File: src/rtl/organ_note_scheduler.sv
// Purpose : resolves 14 organ keys into one note code (manual, lowest key wins) or plays a 16-entry song (auto).
// Latency : manual press to note = 2 sync + DEB_CYC debounce + 2 register stages; auto drop reaches MANUAL in 3 cycles.
// Backpres: none; outputs are registered levels plus a one-cycle beat_tick pulse, with no handshake.
//
// Ports:
//   clk_in     system clock (1 MHz nominal)
//   rst        asynchronous active-low reset
//   auto       1 = play the built-in song, 0 = follow keys (asynchronous level)
//   Key[13:0]  key vector, bit i = key i+1 pressed (asynchronous)
//   note       0 = rest, 1..7 = low do..si, 8..14 = middle do..si
//   note_on    1 while a non-rest note sounds
//   song_pos   current song ROM index in auto mode, 0 in manual mode
//   beat_tick  one-cycle pulse when an auto-mode note starts
module organ_note_scheduler #(
    parameter int DEB_CYC  = 5000,
    parameter int BEAT_CYC = 250000,
    parameter int GAP_CYC  = 20000,
    parameter int SONG_LEN = 16
) (
    input  logic        clk_in,
    input  logic        rst,
    input  logic        auto,
    input  logic [13:0] Key,
    output logic [3:0]  note,
    output logic        note_on,
    output logic [3:0]  song_pos,
    output logic        beat_tick
);

    localparam int MAX_BD  = (BEAT_CYC > DEB_CYC) ? BEAT_CYC : DEB_CYC;
    localparam int CNT_MAX = (GAP_CYC > MAX_BD) ? GAP_CYC : MAX_BD;
    localparam int CW      = (CNT_MAX > 1) ? $clog2(CNT_MAX) : 1;

    typedef enum logic [1:0] {
        MANUAL    = 2'd0,
        AUTO_NOTE = 2'd1,
        AUTO_GAP  = 2'd2
    } state_t;

    state_t         state;
    logic           auto_s1, auto_s2, auto_d;
    logic [13:0]    key_s1, key_s2;
    logic [13:0]    cand, key_stable;
    logic [CW-1:0]  deb_cnt;
    logic [CW-1:0]  cnt;
    logic [3:0]     sel;
    logic [3:0]     pos_next;

    // Song ROM; rest entries (0) still occupy a full beat.
    function automatic logic [3:0] rom(input logic [3:0] p);
        case (p)
            4'd0, 4'd1, 4'd14:        rom = 4'd1;
            4'd2, 4'd3, 4'd6:         rom = 4'd5;
            4'd4, 4'd5:               rom = 4'd6;
            4'd8, 4'd9:               rom = 4'd4;
            4'd10, 4'd11:             rom = 4'd3;
            4'd12, 4'd13:             rom = 4'd2;
            default:                  rom = 4'd0;
        endcase
    endfunction

    // Two-flop synchronisers; auto_d keeps the previous synced level for rise detection.
    always_ff @(posedge clk_in or negedge rst) begin
        if (!rst) begin
            auto_s1 <= 1'b0;
            auto_s2 <= 1'b0;
            auto_d  <= 1'b0;
            key_s1  <= '0;
            key_s2  <= '0;
        end else begin
            auto_s1 <= auto;
            auto_s2 <= auto_s1;
            auto_d  <= auto_s2;
            key_s1  <= Key;
            key_s2  <= key_s1;
        end
    end

    // Debouncer runs in every mode so the right note is ready on return to manual.
    always_ff @(posedge clk_in or negedge rst) begin
        if (!rst) begin
            cand       <= '0;
            deb_cnt    <= '0;
            key_stable <= '0;
        end else if (key_s2 != cand) begin
            cand    <= key_s2;
            deb_cnt <= '0;
        end else if (deb_cnt == CW'(DEB_CYC - 1)) begin
            key_stable <= cand;
        end else begin
            deb_cnt <= deb_cnt + 1'b1;
        end
    end

    // Lowest-index key wins: scan from the top so the lowest set bit is written last.
    always_comb begin
        sel = 4'd0;
        for (int i = 13; i >= 0; i--) begin
            if (key_stable[i]) sel = 4'(i + 1);
        end
    end

    assign pos_next = (song_pos == 4'(SONG_LEN - 1)) ? 4'd0 : song_pos + 4'd1;

    always_ff @(posedge clk_in or negedge rst) begin
        if (!rst) begin
            state     <= MANUAL;
            cnt       <= '0;
            note      <= 4'd0;
            note_on   <= 1'b0;
            song_pos  <= 4'd0;
            beat_tick <= 1'b0;
        end else begin
            beat_tick <= 1'b0;
            if (!auto_s2) begin
                // Leaving auto takes priority over any beat/gap expiry in the same cycle.
                state    <= MANUAL;
                cnt      <= '0;
                song_pos <= 4'd0;
                note     <= sel;
                note_on  <= (sel != 4'd0);
            end else begin
                case (state)
                    MANUAL: begin
                        if (!auto_d) begin
                            state     <= AUTO_NOTE;
                            cnt       <= '0;
                            song_pos  <= 4'd0;
                            beat_tick <= 1'b1;
                            note      <= rom(4'd0);
                            note_on   <= (rom(4'd0) != 4'd0);
                        end else begin
                            note    <= sel;
                            note_on <= (sel != 4'd0);
                        end
                    end
                    AUTO_NOTE: begin
                        if (cnt == CW'(BEAT_CYC - 1)) begin
                            state   <= AUTO_GAP;
                            cnt     <= '0;
                            note    <= 4'd0;
                            note_on <= 1'b0;
                        end else begin
                            cnt <= cnt + 1'b1;
                        end
                    end
                    AUTO_GAP: begin
                        if (cnt == CW'(GAP_CYC - 1)) begin
                            state     <= AUTO_NOTE;
                            cnt       <= '0;
                            beat_tick <= 1'b1;
                            song_pos  <= pos_next;
                            note      <= rom(pos_next);
                            note_on   <= (rom(pos_next) != 4'd0);
                        end else begin
                            cnt <= cnt + 1'b1;
                        end
                    end
                    default: begin
                        state <= MANUAL;
                        cnt   <= '0;
                    end
                endcase
            end
        end
    end

endmodule

File: config.mk
export PLATFORM = sky130hd
export DESIGN_NAME = organ_note_scheduler
export DESIGN_NICKNAME = d
export VERILOG_FILES = /design/src/rtl/organ_note_scheduler.sv
export SDC_FILE = /design/constraint.sdc
export NUM_CORES = 1
export LEC_CHECK = 0
export CAP_MARGIN = 20
export CORE_ASPECT_RATIO = 1.5
export CORE_UTILIZATION = 45
export CTS_CLUSTER_DIAMETER = 120
export DETAILED_ROUTE_END_ITERATION = 8
export HOLD_SLACK_MARGIN = 0.1
export PLACE_DENSITY = 0.73
export SYNTH_ARGS = -nofsm -noshare
export SYNTH_HDL_FRONTEND = slang
export SYNTH_SLANG_ARGS = --single-unit
File: constraint.sdc
create_clock -name clk_in -period 2.61 [get_ports clk_in]
set_input_delay 0.3915 -clock clk_in [delete_from_list [all_inputs] [get_ports clk_in]]
set_output_delay 0.3915 -clock clk_in [all_outputs]
set_load 0.02 [all_outputs]
Word-level counts from Yosys, hierarchy flattened. Memory sizes are Yosys's and may differ from the RTL's. Cells that the tools add are included. W data, S select, Z words.

$add $sub $neg: 3. Equal/unequal tests: 13. Multiplexer cells: 48. Bitwise gates (word level): 1. Reduce and logical (&&, ||, !) cells: 7.

Operator list (number): $mux W18 (6); $mux W4 (25); $pmux W18 S3 (1); $add A18 B1 Y18 const B (2); $eq A18 B13 Y1 const B (1); $eq A18 B15 Y1 const B (1); $eq A18 B18 Y1 const B (1); $ne A14 B14 Y1 (1); $pmux W4 S3 (1); $ne A3 B3 Y1 const B (3); $reduce_and A3 Y1 (3); $mux W2 (4); $pmux W4 S2 (1); $reduce_bool A4 Y1 (2); $mux W1 (7); $pmux W2 S3 (1); $add A4 B1 Y4 const B (1); $eq A4 B4 Y1 const B (1); $ne A4 B1 Y1 const B (1); $ne A3 B1 Y1 const B (1); $pmux W1 S3 (1); $eq A2 B1 Y1 const B (1); $eq A2 B2 Y1 const B (1); $logic_not A2 Y1 (1); other kinds (4) (4).

Flip-flop bits (word level): 107. ROM bits: 96. Bits of input ports: 17. Word-level logic and storage cells: 88. Memories kept: 2.

Memory list: (name not given) (words 16, width 3, read ports 1, clocked after Yosys merged registers in 0, write ports 0, RTL line 51) `case (p)`; (name not given) (words 16, width 3, read ports 1, clocked after Yosys merged registers in 0, write ports 0, RTL line 51).

Depth between registers and ports, before layout. Gate-level depths: netlist (run 1).

Depth after elaboration: 18. Depth in mapped cells: 8. Mapped depth without buffers: 8.

Worst setup path before layout (run 1). OpenSTA, ideal clock, no wires.

Kind: reg-to-reg. From: reg song_pos[0]. To: reg note_on. Setup time: 125 ps. Arrival time: 2006 ps. Required time: 2485 ps. Path slack: 479 ps. Stages on the path, launching flop included: 8. Path buffers: 0. Clock period less this slack: 2131 ps. Cells stage by stage: dfrtp_1 > ha_1 > xnor2_1 > inv_1 > ha_1 > o311ai_0 > a2bb2oi_1 > mux2_2.

Longest elaborated chain between the ends: 10.

Ends and longest elaborated chain: from (decl) (RTL line 26) `output logic [3:0] song_pos,`; from (signal assigned) (RTL line 152) `song_pos <= pos_next;`; $add A4 B1 Y4 or $eq A4 B4 Y1 (tied branches) (RTL line 103) `assign pos_next = (song_pos == 4'(SONG_LEN - 1)) ? 4'd0 : song_pos + 4'd1;`; $mux W4 * (RTL line 103); $mem_v2 Z16 W3 *; $mux W4 * (RTL line 148) `if (cnt == CW'(GAP_CYC - 1)) begin`; $mux W4 * (RTL line 123) `case (state)`; $mux W4 * (RTL line 115) `if (!auto_s2) begin`; $reduce_bool A4 Y1 * (RTL line 154) `note_on <= (rom(pos_next) != 4'd0);`; $mux W1 * (RTL line 148); $pmux W1 S3 * (RTL line 123); $mux W1 * (RTL line 115); to (signal assigned) (RTL line 121) `note_on <= (sel != 4'd0);`; to (signal assigned) (RTL line 131) `note_on <= (rom(4'd0) != 4'd0);`; to (signal assigned) (RTL line 154); to (decl) (RTL line 25) `output logic note_on,`.

Mark *: on every way between the ends. The rest lies on a longest branch, timed or not. The select of a mux whose other input is x is not followed. A chain may end at the register's enable or synchronous reset.

Final worst setup path (run 1).
From: reg cnt[0]. To: reg cnt[17].

Longest elaborated chain between the ends: 4.

Ends and longest elaborated chain: from (decl) (RTL line 45) `logic [CW-1:0] cnt;`; from (signal assigned) (RTL line 144) `cnt <= cnt + 1'b1;`; from (signal assigned) (RTL line 156) `cnt <= cnt + 1'b1;`; $add A18 B1 Y18, or another cell as far along (RTL line 144, 156); $mux W18 (on tied branches) (RTL line 148, 138); $pmux W18 S3 * (RTL line 123); $mux W18 * (RTL line 115).

Mark *: on every way between the ends. The rest lies on a longest branch, timed or not.

==> results of run 1 <==
-- where the power goes --
part / total [mW] / switching [mW] / internal (mW) / leakage, nW
clock network: 1.32 / 0.642 / 0.680 / 0.142
registers: 1.79 / 0.0570 / 1.73 / 1.39
logic: 0.586 / 0.342 / 0.244 / 0.865
-- logic make-up (layout without fill, tap and decap cells) --
family,count (synthesis),after routing,synth area share [%]
muxes,23,23,6.06
and+or+nand+nor,159,159,17.4
AOI/OAI and AO/OA,65,65,8.90
xor gates and xnor gates,31,31,5.65
buffers and inverters,40,65,3.44
DFF,107,107,55.7
adders and majority gates,11,11,2.86
-- cell type report --
cell class	count	area, um2	area share (%)
sequential	107	2680	48.6
clock buffer	10	229	4.16
tap	141	176	3.20
multi-input combinational	289	1960	35.7
timing repair buffer	35	340	6.18
clock inverter	6	66.3	1.20
inverter	14	52.6	0.954
-- through the flow --
stage | hold slack (ns) | setup slack [ns] | instances | util (%)
final | 0.349 | 0.294 | 602 | 53.7
after global routing | 0.357 | 0.152 | 602 | 53.7
after CTS | 0.352 | 0.119 | 601 | 53.7
after detailed placement | 0.335 | 0.117 | 584 | 50.7
after global placement | 0.333 | 0.214 | 584 | 50.7
after floorplan | 0.0959 | 0.479 | 436 | -
-- per-layer routing --
| metal | share of wire [%] | GRT usage [%] | vias to the layer above |
|---|---|---|---|
| met3 | 2.9 | 3.53 | 22 |
| li1 | - | - | 1579 |
| met1 | 41 | 20.1 | 1556 |
| met2 | 53 | 30.9 | 65 |
| met5 | 0 | 0 | - |
| met4 | 2.9 | 8.92 | 0 |
-- worst max-delay path, stage by stage (launching register included) --
cell and delay, ns:
dfrtp_1 0.42, ha_1 0.25, and4_1 0.25, and4_1 0.22, a21oi_1 0.19, o211ai_1 0.13, buf_4 0.20, or4_1 0.50
nand3_1 0.10
-- what timing repair did --
action,in CTS,in global routing
hold buffers,1,0
buffers inserted,0,1
endpoints found under the hold margin,39,0
resized for setup,0,0
setup endpoints to repair,0,13
-- flip-flops by register name, summed over array words and instances, names as in the netlist --
signal and cells:
auto_s1 1, song_pos 4, cnt 18, note 4, cand 14, key_s1 14
note_on 1, deb_cnt 18, key_s2 14, auto_d 1, auto_s2 1, beat_tick 1
state 2, key_stable 14
-- cell usage in the layout (no fill, tap or decap), types with 10 or more instances in the layout --
master / Yosys / final
dfrtp_1: 107 / 107
nor2_1: 37 / 37
nand2_1: 31 / 31
nand3_1: 26 / 26
clkdlybuf4s50_1: 0 / 25
o21ai_0: 22 / 22
xor2_1: 20 / 20
inv_1: 14 / 14
xnor2_1: 11 / 11
ha_1: 11 / 11
a21oi_1: 10 / 10
mux2_4: 10 / 10
-- worst min path at each step --
stage                           from          to  slack [ns]  cells after the start
after floorplan                  rst      auto_d         0.1                      0
after global placement     key_s1[7]   key_s2[7]        0.33                      0
after detailed placement  key_s1[11]  key_s2[11]        0.33                      0
after CTS                    auto_s1     auto_s2        0.35                      0
after global routing      key_s1[11]  key_s2[11]        0.36                      0
final                        auto_s1     auto_s2        0.35                      0
==> results.yml, run 1 <==
route:
  drtAntennaViolNets: 0
  viasPerCell: 5.35
  via_count: 3222
  dr.pass1.iters: 4
  wl_per_cell_um: 14.5
  drc: 0
  routed_wl_um: 8760
  drt_iter0_drc: 180
cells_and_area:
  drive_gt1_share_pct: 11.1
  antennaDiodeCount: 0
  fin_nets: 484
  nFillCells: 918
  post-route-cell-area_um2: 5510
  syn2layout_area_growth_pct: 14.5
synthesis:
  yosysTopAreaCell: "dfrtp_1"
  syn_inst: 436
  synth_cell_types: 46
  synth-edff-count: 0
  synth.top_cell.area_share_pct: 55.7
  synth_warnings: 0
  synthFlopType: "dfrtp_1"
  synth_seq_cells: 107
  syn-num-nets: 464
  synth.top_cells.by_count: "107 x dfrtp_1, 37 x nor2_1, 31 x nand2_1"
  synth.most_common_cell: "dfrtp_1"
  async_reset_ff_share_pct: 100
  syn-cell-area_um2: 4810
  yosys-top-cells-area: "dfrtp_1 56%, xor2_1 3.6%, mux2_4 3.1%"
  ys_seq_area_share_pct: 55.7
  syn_avg_cell_area_um2: 11.0
sta:
  tns_ns: 0
  post-route-min-period_ns: 2.32
  drv_slew: 0
  skew_ns: 0.00891
  max_slew_margin_pct: 51.1
  max_freq_ghz: 0.432
  min_period_over_period_pct: 88.7
  final-setup-viol-count: 0
  tightest_slew_ns: 0.733
  rsz0062_at_grt: "no"
  hold_violations: 0
setup_path:
  worstPathRequired_ns: 2.89
  crit_type: "reg -> reg"
  cp_data_arrival_time_ns: 2.60
  worstSetupStartpoint: "cnt[0]"
  rrSetupSlack_ns: 0.29
  critPathLaunchType: "flop"
  setup.worst_path.end_class: "flop"
  crit_end: "cnt[17]"
  worstReg2RegStart: "cnt[0]"
  r2r_end: "cnt[17]"
  cp_max_fo: 13
  rr_worst_depth: 8
die:
  die_h_um: 129
  pin_count: 27
  dieWidth_um: 86.4
  dieArea_um2: 11100
  fp.coreArea_um2: 10200
  initial_core_util_pct: 46.9
  rows: 45
grt:
  grt_pass1_wl_um: 15100
  gr-total-overflow: 0
  grt_max_degree: 44
  antenna_found_initial: 0
  first_global_vias: 3345
  grt_usage_pct: 17.5
clock_tree:
  cts_sinks: 107
  clockBufferDepth: 2
  cts_tree: "done"
  insertion_delay_ns: 0.35
  cts.htree.levels: 3
  cts_made_buffers: 9
  clockRootBuffer: "clkbuf_16"
  path_clk_slew_ns: 0.07
worst_hold_path:
  hold_path_class: "reg -> reg"
pwr:
  p_leak_nw: 2.39
  ir_drop_mv: 0.540
  p_total_mw: 3.69
  cellPowerDensity_nw_per_um2: 671
run:
  max_cap_violations: 0
placement:
  finalWeightedCongestion: 0.829
  portBuffers: 26
  dp_hpwl_um: 6410
  dpl_cell_area_um2: 5190
status:
  status: "finished clean"
No activity file was read; power rests on OpenSTA's default activity.
==> inputs of run 2 (changes only) <==
--- a/config.mk
+++ b/config.mk
@@ -12,6 +12,7 @@
 export DETAILED_ROUTE_END_ITERATION = 8
 export HOLD_SLACK_MARGIN = 0.1
 export PLACE_DENSITY = 0.73
+export REMOVE_ABC_BUFFERS = 1
 export SYNTH_ARGS = -nofsm -noshare
 export SYNTH_HDL_FRONTEND = slang
 export SYNTH_SLANG_ARGS = --single-unit
==> run 2 against run 1 <==
  * Worst hold slack improved by 0.0018 ns
  * Cell count rose by 0.33%
  * Critical path depth fell by 3
  * Non-clock buffer count rose by 2
  * Utilization rose by 0.21 points
  * Global-route usage rose by 0.26 points
  * Largest power group unchanged
==> results.yml, run 2 (synthesis results as in run 1) <==
grt:
  antenna_found_initial: 0
  grt_usage_pct: 17.8
  first_global_vias: 3318
  grt_pass1_wl_um: 15200
  grt_max_degree: 41
  gr-total-overflow: 0
placement:
  portBuffers: 26
  dp_cells: 586
  finalWeightedCongestion: 0.840
  dpl_cell_area_um2: 5200
  dp_hpwl_um: 6180
  dp_slack_ns: 0.163
sta:
  max_freq_ghz: 0.427
  tns_ns: 0
  final-setup-viol-count: 0
  tightest_slew_ns: 0.724
  drv_slew: 0
  whs_ns: 0.350
  rsz0062_at_grt: "no"
  hold_violations: 0
  final.setup.worst_slack_ns: 0.266
  max_slew_margin_pct: 51.7
  post-route-min-period_ns: 2.34
  skew_ns: 0.00691
  min_period_over_period_pct: 89.8
setup_path:
  r2r_end: "key_stable[7]"
  rrSetupSlack_ns: 0.27
  critPathLaunchType: "flop"
  rr_worst_depth: 5
  worstSetupStartpoint: "deb_cnt[0]"
  cp_max_fo: 14
  crit_end: "key_stable[7]"
  crit_type: "reg -> reg"
  cp_data_arrival_time_ns: 2.58
  setup.worst_path.end_class: "flop"
  worstReg2RegStart: "deb_cnt[0]"
  worstPathRequired_ns: 2.85
route:
  routed_wl_um: 8660
  via_count: 3227
  drc: 0
  wl_met2_um: 4560
  m1WireLength_um: 3620
  dr.max_layer_used: "met4"
  viasPerCell: 5.34
  dr.pass1.iters: 4
  wl_met3_um: 199
  wl_per_cell_um: 14.3
  drt_iter0_drc: 132
  drtAntennaViolNets: 0
cells_and_area:
  antennaDiodeCount: 0
  drive_gt1_share_pct: 11.7
  final_cells: 604
  syn2layout_area_growth_pct: 15.0
  post-route-cell-area_um2: 5530
  final_util_pct: 53.9
  fin_nets: 486
  layout_commonest_cell: "dfrtp_1"
  largestRegisters: "cnt: 18 flops, deb_cnt: 18 flops"
  final_cell_mix: "107 x dfrtp_1, 37 x nor2_1, 31 x nand2_1, 26 x nand3_1, 25 x clkdlybuf4s50_1"
run:
  max_cap_violations: 0
die:
  dieArea_um2: 11100
  dieWidth_um: 86.4
  fp.coreArea_um2: 10200
  initial_core_util_pct: 46.9
  die_h_um: 129
  pin_count: 27
  rows: 45
pwr:
  p_leak_nw: 2.41
  cellPowerDensity_nw_per_um2: 676
  p_total_mw: 3.74
  ir_drop_mv: 0.501
clock_tree:
  cts_made_buffers: 9
  clockBufferDepth: 2
  cts_sinks: 107
  cts.htree.levels: 3
  path_clk_slew_ns: 0.07
  insertion_delay_ns: 0.35
  clockRootBuffer: "clkbuf_16"
  cts_tree: "done"
status:
  status: "finished clean"
worst_hold_path:
  hold_path_class: "reg -> reg"
run 2: cell count changes in the layout (fill, tap and decap cells not counted), sizes merged:
cell      before  now
inv           18   17
clkinvlp       1    0
clkinv         1    4
buf            9   11
clkbuf        10    9
run 2: routing by layer:
metal,track usage [%],vias up
li1,-,1575
met1,20.9,1579
met2,30.3,56
met3,3.21,17
met4,10.5,0
met5,0,-
run 2: critical path, cell delays in order (launching register included):
cell and delay, ns:
dfrtp_1 0.39, ha_1 0.20, nand2_1 0.11, or4_1 0.49
or3_1 0.63, mux2_4 0.41
run 2: how the worst min path moves through the flow:
stage	start	endpoint	slack (ns)	cells past startpoint
after floorplan	rst	auto_d	0.1	0
after global placement	key_s1[1]	key_s2[1]	0.33	0
after detailed placement	key_s1[12]	key_s2[12]	0.33	0
after CTS	key_s1[12]	key_s2[12]	0.35	0
after global routing	key_s1[9]	key_s2[9]	0.36	0
final	key_s1[8]	key_s2[8]	0.35	0
run 2: power by group:
group / total (mW) / switching (mW) / internal (mW)
sequential: 1.79 / 0.0560 / 1.73
clock: 1.37 / 0.681 / 0.690
combinational: 0.582 / 0.340 / 0.242
total: 3.74 / 1.08 / 2.66
run 2: area by class of cell:
type / instances / area [um2]
clock inverter: 7 / 88.8
timing repair buffer: 37 / 343
fill: 894 / 4720
multi-input combinational: 289 / 1960
inverter: 14 / 52.6
sequential: 107 / 2680
clock buffer: 9 / 225
tap: 141 / 176
run 2: what timing repair did:
| item | 4_1_cts | 5_1_grt |
|---|---|---|
| setup endpoints to repair | 0 | 17 |
| setup buffers | 0 | 1 |
| hold endpoints to repair | 37 | 0 |
| resized for setup | 0 | 1 |
| hold buffers | 1 | 0 |
